--- src/rtl/frame_uart_streamer.sv ---
// Streams one frame from the frame-buffer RAM read port to the UART Tx, one byte per valid/ready transfer.
// Optional build macro FRAME_HEADER_EN prepends a 3-byte header (A5, 5A, frame count LSB) to each frame.
module frame_uart_streamer #(
    parameter int BYTES_PER_FRAME = 9216,
    parameter int ADDR_W          = 15,
    parameter int DATA_W          = 8,
    parameter int RD_LATENCY      = 1,
    parameter int VS_ACTIVE       = 1,
    parameter int GAP_CYCLES      = 0
) (
    input  logic              i_Clk,
    input  logic              i_Rst_n,
    input  logic              i_En,
    input  logic              i_VS,
    output logic              o_Rd_En,
    output logic [ADDR_W-1:0] o_Rd_Addr,
    input  logic [DATA_W-1:0] i_Rd_Data,
    output logic              o_Tx_Valid,
    output logic [DATA_W-1:0] o_Tx_Data,
    input  logic              i_Tx_Ready,
    output logic              o_Busy,
    output logic              o_Frame_Done,
    output logic              o_Overrun,
    output logic [15:0]       o_Frame_Count
);

    localparam int CNT_W = $clog2(BYTES_PER_FRAME + 1);
    localparam int LAT_W = 3;
    localparam int GAP_W = $clog2(GAP_CYCLES + 2);
    localparam logic VS_LVL = (VS_ACTIVE != 0);

    localparam logic [2:0] S_IDLE    = 3'd0;
    localparam logic [2:0] S_WAIT_VS = 3'd1;
    localparam logic [2:0] S_FETCH   = 3'd2;
    localparam logic [2:0] S_WAIT_RD = 3'd3;
    localparam logic [2:0] S_SEND    = 3'd4;
    localparam logic [2:0] S_GAP     = 3'd5;
    localparam logic [2:0] S_DONE    = 3'd6;
`ifdef FRAME_HEADER_EN
    localparam logic [2:0] S_HDR     = 3'd7;
    logic [1:0]        hdr_idx;
`endif

    logic [2:0]        state;
    logic [CNT_W-1:0]  byte_cnt;
    logic [LAT_W-1:0]  lat_cnt;
    logic [GAP_W-1:0]  gap_cnt;
    logic [DATA_W-1:0] tx_data;
    logic [15:0]       frame_count;
    logic              overrun;
    logic              pend_start;
    logic              vs_meta, vs_sync, vs_prev;
    logic              start_edge;
    logic              last_byte;
    logic              busy;

    // Synchroniser flops reset to the inactive level so reset release alone never looks like a start edge
    always_ff @(posedge i_Clk or negedge i_Rst_n) begin
        if (!i_Rst_n) begin
            vs_meta <= ~VS_LVL;
            vs_sync <= ~VS_LVL;
            vs_prev <= ~VS_LVL;
        end else begin
            vs_meta <= i_VS;
            vs_sync <= vs_meta;
            vs_prev <= vs_sync;
        end
    end

    assign start_edge = (vs_sync == VS_LVL) && (vs_prev != VS_LVL);
    assign last_byte  = (byte_cnt == CNT_W'(BYTES_PER_FRAME - 1));

    always_comb begin
        busy = (state == S_FETCH) || (state == S_WAIT_RD) || (state == S_SEND) || (state == S_GAP);
`ifdef FRAME_HEADER_EN
        if (state == S_HDR) busy = 1'b1;
`endif
    end

    always_ff @(posedge i_Clk or negedge i_Rst_n) begin
        if (!i_Rst_n) begin
            state       <= S_IDLE;
            byte_cnt    <= '0;
            lat_cnt     <= '0;
            gap_cnt     <= '0;
            tx_data     <= '0;
            frame_count <= '0;
            overrun     <= 1'b0;
            pend_start  <= 1'b0;
`ifdef FRAME_HEADER_EN
            hdr_idx     <= '0;
`endif
        end else begin
            pend_start <= 1'b0;
            if (start_edge && busy) overrun <= 1'b1;
            case (state)
                S_IDLE: begin
                    if (i_En) state <= S_WAIT_VS;
                end
                S_WAIT_VS: begin
                    if (start_edge || pend_start) begin
                        byte_cnt <= '0;
`ifdef FRAME_HEADER_EN
                        hdr_idx  <= '0;
                        tx_data  <= DATA_W'(8'hA5);
                        state    <= S_HDR;
`else
                        state    <= S_FETCH;
`endif
                    end
                end
                S_FETCH: begin
                    lat_cnt <= '0;
                    state   <= S_WAIT_RD;
                end
                S_WAIT_RD: begin
                    if (lat_cnt == LAT_W'(RD_LATENCY - 1)) begin
                        tx_data <= i_Rd_Data;
                        state   <= S_SEND;
                    end else begin
                        lat_cnt <= lat_cnt + 1'b1;
                    end
                end
                S_SEND: begin
                    if (i_Tx_Ready) begin
                        if (last_byte) begin
                            frame_count <= frame_count + 1'b1;
                            state       <= S_DONE;
                        end else begin
                            byte_cnt <= byte_cnt + 1'b1;
                            if (GAP_CYCLES > 0) begin
                                gap_cnt <= '0;
                                state   <= S_GAP;
                            end else begin
                                state   <= S_FETCH;
                            end
                        end
                    end
                end
                S_GAP: begin
                    if (gap_cnt + 1'b1 == GAP_W'(GAP_CYCLES)) state <= S_FETCH;
                    else gap_cnt <= gap_cnt + 1'b1;
                end
                S_DONE: begin
                    // An edge landing in DONE is remembered so WAIT_VS acts on it next cycle
                    if (i_En) begin
                        pend_start <= start_edge;
                        state      <= S_WAIT_VS;
                    end else begin
                        overrun <= 1'b0;
                        state   <= S_IDLE;
                    end
                end
`ifdef FRAME_HEADER_EN
                S_HDR: begin
                    if (i_Tx_Ready) begin
                        if (hdr_idx == 2'd2) begin
                            state <= S_FETCH;
                        end else begin
                            hdr_idx <= hdr_idx + 1'b1;
                            tx_data <= (hdr_idx == 2'd0) ? DATA_W'(8'h5A) : DATA_W'(frame_count[7:0]);
                        end
                    end
                end
`endif
                default: state <= S_IDLE;
            endcase
        end
    end

    assign o_Rd_En       = (state == S_FETCH);
    assign o_Rd_Addr     = ADDR_W'(byte_cnt);
    assign o_Tx_Data     = tx_data;
    assign o_Busy        = busy;
    assign o_Frame_Done  = (state == S_DONE);
    assign o_Overrun     = overrun;
    assign o_Frame_Count = frame_count;

`ifdef FRAME_HEADER_EN
    assign o_Tx_Valid = (state == S_SEND) || (state == S_HDR);
`else
    assign o_Tx_Valid = (state == S_SEND);
`endif

endmodule
--- config.mk ---
export PLATFORM = sky130hd
export DESIGN_NAME = frame_uart_streamer
export DESIGN_NICKNAME = d
export VERILOG_FILES = /design/src/rtl/frame_uart_streamer.sv
export SDC_FILE = /design/constraint.sdc
export NUM_CORES = 1
export LEC_CHECK = 0
export BUFFER_PORTS_ARGS = -buffer_cell sky130_fd_sc_hd__clkbuf_2
export CAP_MARGIN = 20
export CORE_MARGIN = 4
export CORE_UTILIZATION = 53
export CTS_CLUSTER_SIZE = 16
export DETAILED_ROUTE_END_ITERATION = 10
export GPL_TIMING_DRIVEN = 0
export HOLD_SLACK_MARGIN = 0.05
export PLACE_DENSITY = 0.78
export SLEW_MARGIN = 30
export SYNTH_ARGS = -nofsm -noshare
export SYNTH_HDL_FRONTEND = slang
export SYNTH_SLANG_ARGS = --single-unit
--- constraint.sdc ---
create_clock -name i_Clk -period 3.2 [get_ports i_Clk]
set_clock_uncertainty 0.2 [all_clocks]
set_input_delay 0.16 -clock i_Clk [delete_from_list [all_inputs] [get_ports i_Clk]]
set_output_delay 0.16 -clock i_Clk [all_outputs]
set_load 0.03 [all_outputs]
==> results.md <==
* Xor/xnor share of the synthesized area at 0.0530
* Nets at 324
* Io pins at 57
* Largest cells by area after synthesis: dfrtp_1, mux2_2, xor2_1, xnor2_1, and4_1
* Syn Inst Count at about 230
* Worst slew margin at 0.553
* Post-cts sizing count at 0
* Req. time, crit path at about 2800 ps
* Hold Fails Final Rpt at 0
* Hpwl dp at about 3700 um
* CP max FO at 10
* Leakage Power at approximately 1.6 nW
* Avg Cell Area, Syn at 11.3 um^2
* H-tree Lvls at 2
* Syn_nets at about 250
* CP Buf/Inv Count at 5
* GP Congestion at about 0.87
* CTS max path bufs at 2
* Post-synth EDFFs at 0
* Largest family of logic cells by synthesized area: simple AND/OR/NAND/NOR gates
* Worst Tran Pin Value at ~670 ps
* Clock Latency Late Sink at ~300 ps
* Ys async rst share at 1.00
* Minimum clock period at between 2000 and 2500 ps
* Max-cap viol count at 0
* CP max-delay cell: dfrtp_1
* Most frequent cell after synthesis: dfrtp_1
* Tcrit/Tclk final at 0.689
* Share of cells above drive strength 1 at 0.342
* WL per Instance at between 10 and 15 um
* FP Rows at 25
* Initial core utilization at 0.552
* IR Drop Worst-Case VDD at roughly 0.40 mV
* Die ar. at approximately 6200 um^2
* Final hold slack at 69.4 ps
* Setup CP Type: reg -> out
* Slew Viols, Final at 0
* Post-synthesis simple-gate area fraction at 0.221
* CP peak stage delay at roughly 400 ps
* Initial antenna violation count at 0
* Register area share after synthesis at 0.473
* Clk root buf: clkbuf_8
* Power Total at between 1.5 and 2 mW
* Most frequent cell on the critical path: buf_6
* CP cell instances: buf_6 -> or3b_1 -> buf_6 -> clkinv_4 -> buf_2 -> clkbuf_2
* Post-CTS setup buffers at 0
* Hold depth at 4
* Crit. End Element: primary output
* Vias at 2060
* Fraction of the mapped netlist area in adder cells at 0.0189
* Area Growth Syn to Fin at 21.9%
* Die Ht at around 79 um
* Core region area at 4790 um^2
* Routed vias/inst at 5.51
* Top_reg_cell synth: dfrtp_1
* Diodes inserted at 0
* Clock Sinks at 50
* Global route overflow at 0
* Synth cell types at 63
* DRC viols at 0
* CP Depth at 6
* RSZ-0062 raised after global routing: false
* Largest area contributor in the netlist: dfrtp_1
* Final setup vio count at 0
* Multiplexer share of the synthesized area at 0.0544
* PwrDens at between 600 and 700 nW/um^2
* Top-area cell type share of the netlist area at 0.473
* Critical Path Start Type: register
* Post-synth top cells: dfrtp_1, nand2_1, mux2_2, a21oi_1, xor2_1
* Yosys warning total at 0
* First-pass GRT wire length at between 9000 and 10000 um
* Fmax at between 400 and 500 MHz
* Pin count of the biggest net entering global routing at a little over 50
* DRT antenna net count at 0
* Post-synthesis compound-gate area fraction at 0.124
* Port-buffer cells at 55
* Total track usage at 0.191
* Worst-path clk slew at approximately 90 ps
* TritonRoute pass-1 iters at 4
* WP data arrival at 1840 ps
* Setup TNS at 0 ps
* Top cell family by delay on the critical path: buffers and inverters
* Vias in the first global route at approximately 2.0k
* Chip width at roughly 79 um
* Post-Synthesis Cell Area at roughly 2600 um^2
* Final wirelength at between 5000 and 6000 um
* DRT iter0 DRCs at about 100
* Flops & latches, synth at 50
* Final Util at 0.673
* Hold Crit Class: in -> reg
* CTS tree: done
* Cts bufs inserted at 5
* Cell depth of the worst flop-to-flop path at 6
* Outcome: completed
## metal layers
metal  vias up  global-route usage  routed length [um]
met1       985               0.255                2480
li1       1004                   -                   -
met5         -                   0                   0
met3         9              0.0436                 278
met4         0              0.0647                  68
met2        62               0.306                2540
## cell usage in the layout (no fill, tap or decap), drive strengths merged, types with 3 or more instances in the layout
| cell | instances |
|---|---|
| and4 | 7 |
| xnor2 | 7 |
| and3 | 6 |
| mux2 | 11 |
| a22o | 3 |
| nand2 | 13 |
| and2 | 4 |
| nor3b | 4 |
| inv | 7 |
| nor2 | 7 |
| nor3 | 9 |
| buf | 13 |
| xor2 | 9 |
| dlygate4sd3 | 11 |
| o21ai | 7 |
| dfrtp | 50 |
| a21oi | 9 |
| nor2b | 4 |
| a31oi | 6 |
| nand3 | 8 |
| nand4 | 10 |
| nor4 | 3 |
| ha | 4 |
| clkbuf | 62 |
## report_power, final
part | leakage, nW | internal (mW) | switching, mW
sequential | 0.648 | 0.732 | 0.0747
combinational | 0.898 | 0.282 | 0.458
clock | 0.0542 | 0.230 | 0.205
total | 1.60 | 1.24 | 0.738
## worst paths after layout
path	startpoint	to	slack [ps]
hold / removal	i_Tx_Ready	byte_cnt[0]$_DFFE_PN0P_	70
max in group asynchronous	i_Rst_n	byte_cnt[8]$_DFFE_PN0P_	2100
setup / recovery	state[1]$_DFFE_PN0P_	o_Tx_Valid	1000
hold reg to reg	vs_meta$_DFF_PN0_	vs_sync$_DFF_PN0_	150
setup reg to reg	lat_cnt[0]$_DFFE_PN0P_	state[0]$_DFFE_PN0P_	1080
min in group asynchronous	i_Rst_n	byte_cnt[3]$_DFFE_PN0P_	260
## final cells by class
cell class / count / area, um^2
Clock buffer: 5 / 68.8
Inverter: 8 / 35.0
Buffer: 15 / 109
Multi-Input combinational cell: 161 / 1250
Fill cell: 379 / 1560
Clock inverter: 2 / 38.8
Timing Repair Buffer: 66 / 388
Tap cell: 67 / 83.8
Sequential cell: 50 / 1250
## metrics by stage
stage | area (um^2) | setup slack (ps) | instances
after detailed placement | 3010 | 1090 | 356
final | 3220 | 996 | 374
after global placement | 3000 | 1110 | 356
after global routing | 3220 | 937 | 374
after CTS | 3220 | 984 | 374
after floorplan | 2640 | 1070 | 234
## sequential cells by signal, summed over array words and instances, names as in the netlist
name and count:
state 3, vs_sync 1, lat_cnt 3, pend_start 1, o_Overrun 1, vs_prev 1
vs_meta 1, gap_cnt 1, o_Frame_Count 16, o_Tx_Data 8, byte_cnt 14
## worst reg2reg max path, delay by kind of cell (launching register included)
kind,cells,cell delay (ps)
compound gates,1,410
mux,1,330
flops,1,410
simple gates,2,410
buf+inv,1,70
fa+ha+maj,1,170
## timing repair
action	CTS	global route
hold buffers	11	0
hold endpoints to repair	61	0
endpoints found under the setup margin	0	0
## logic make-up after synthesis
group                    Yosys count
AND/OR/NAND/NOR                   83
buffers and inverters             23
multiplexers                      13
XOR/XNOR                          16
adder cells (fa/ha/maj)            4
flip-flops                        50
other                              1
AO/OA/AOI/OAI                     44
(Power assumes the default switching activity.)
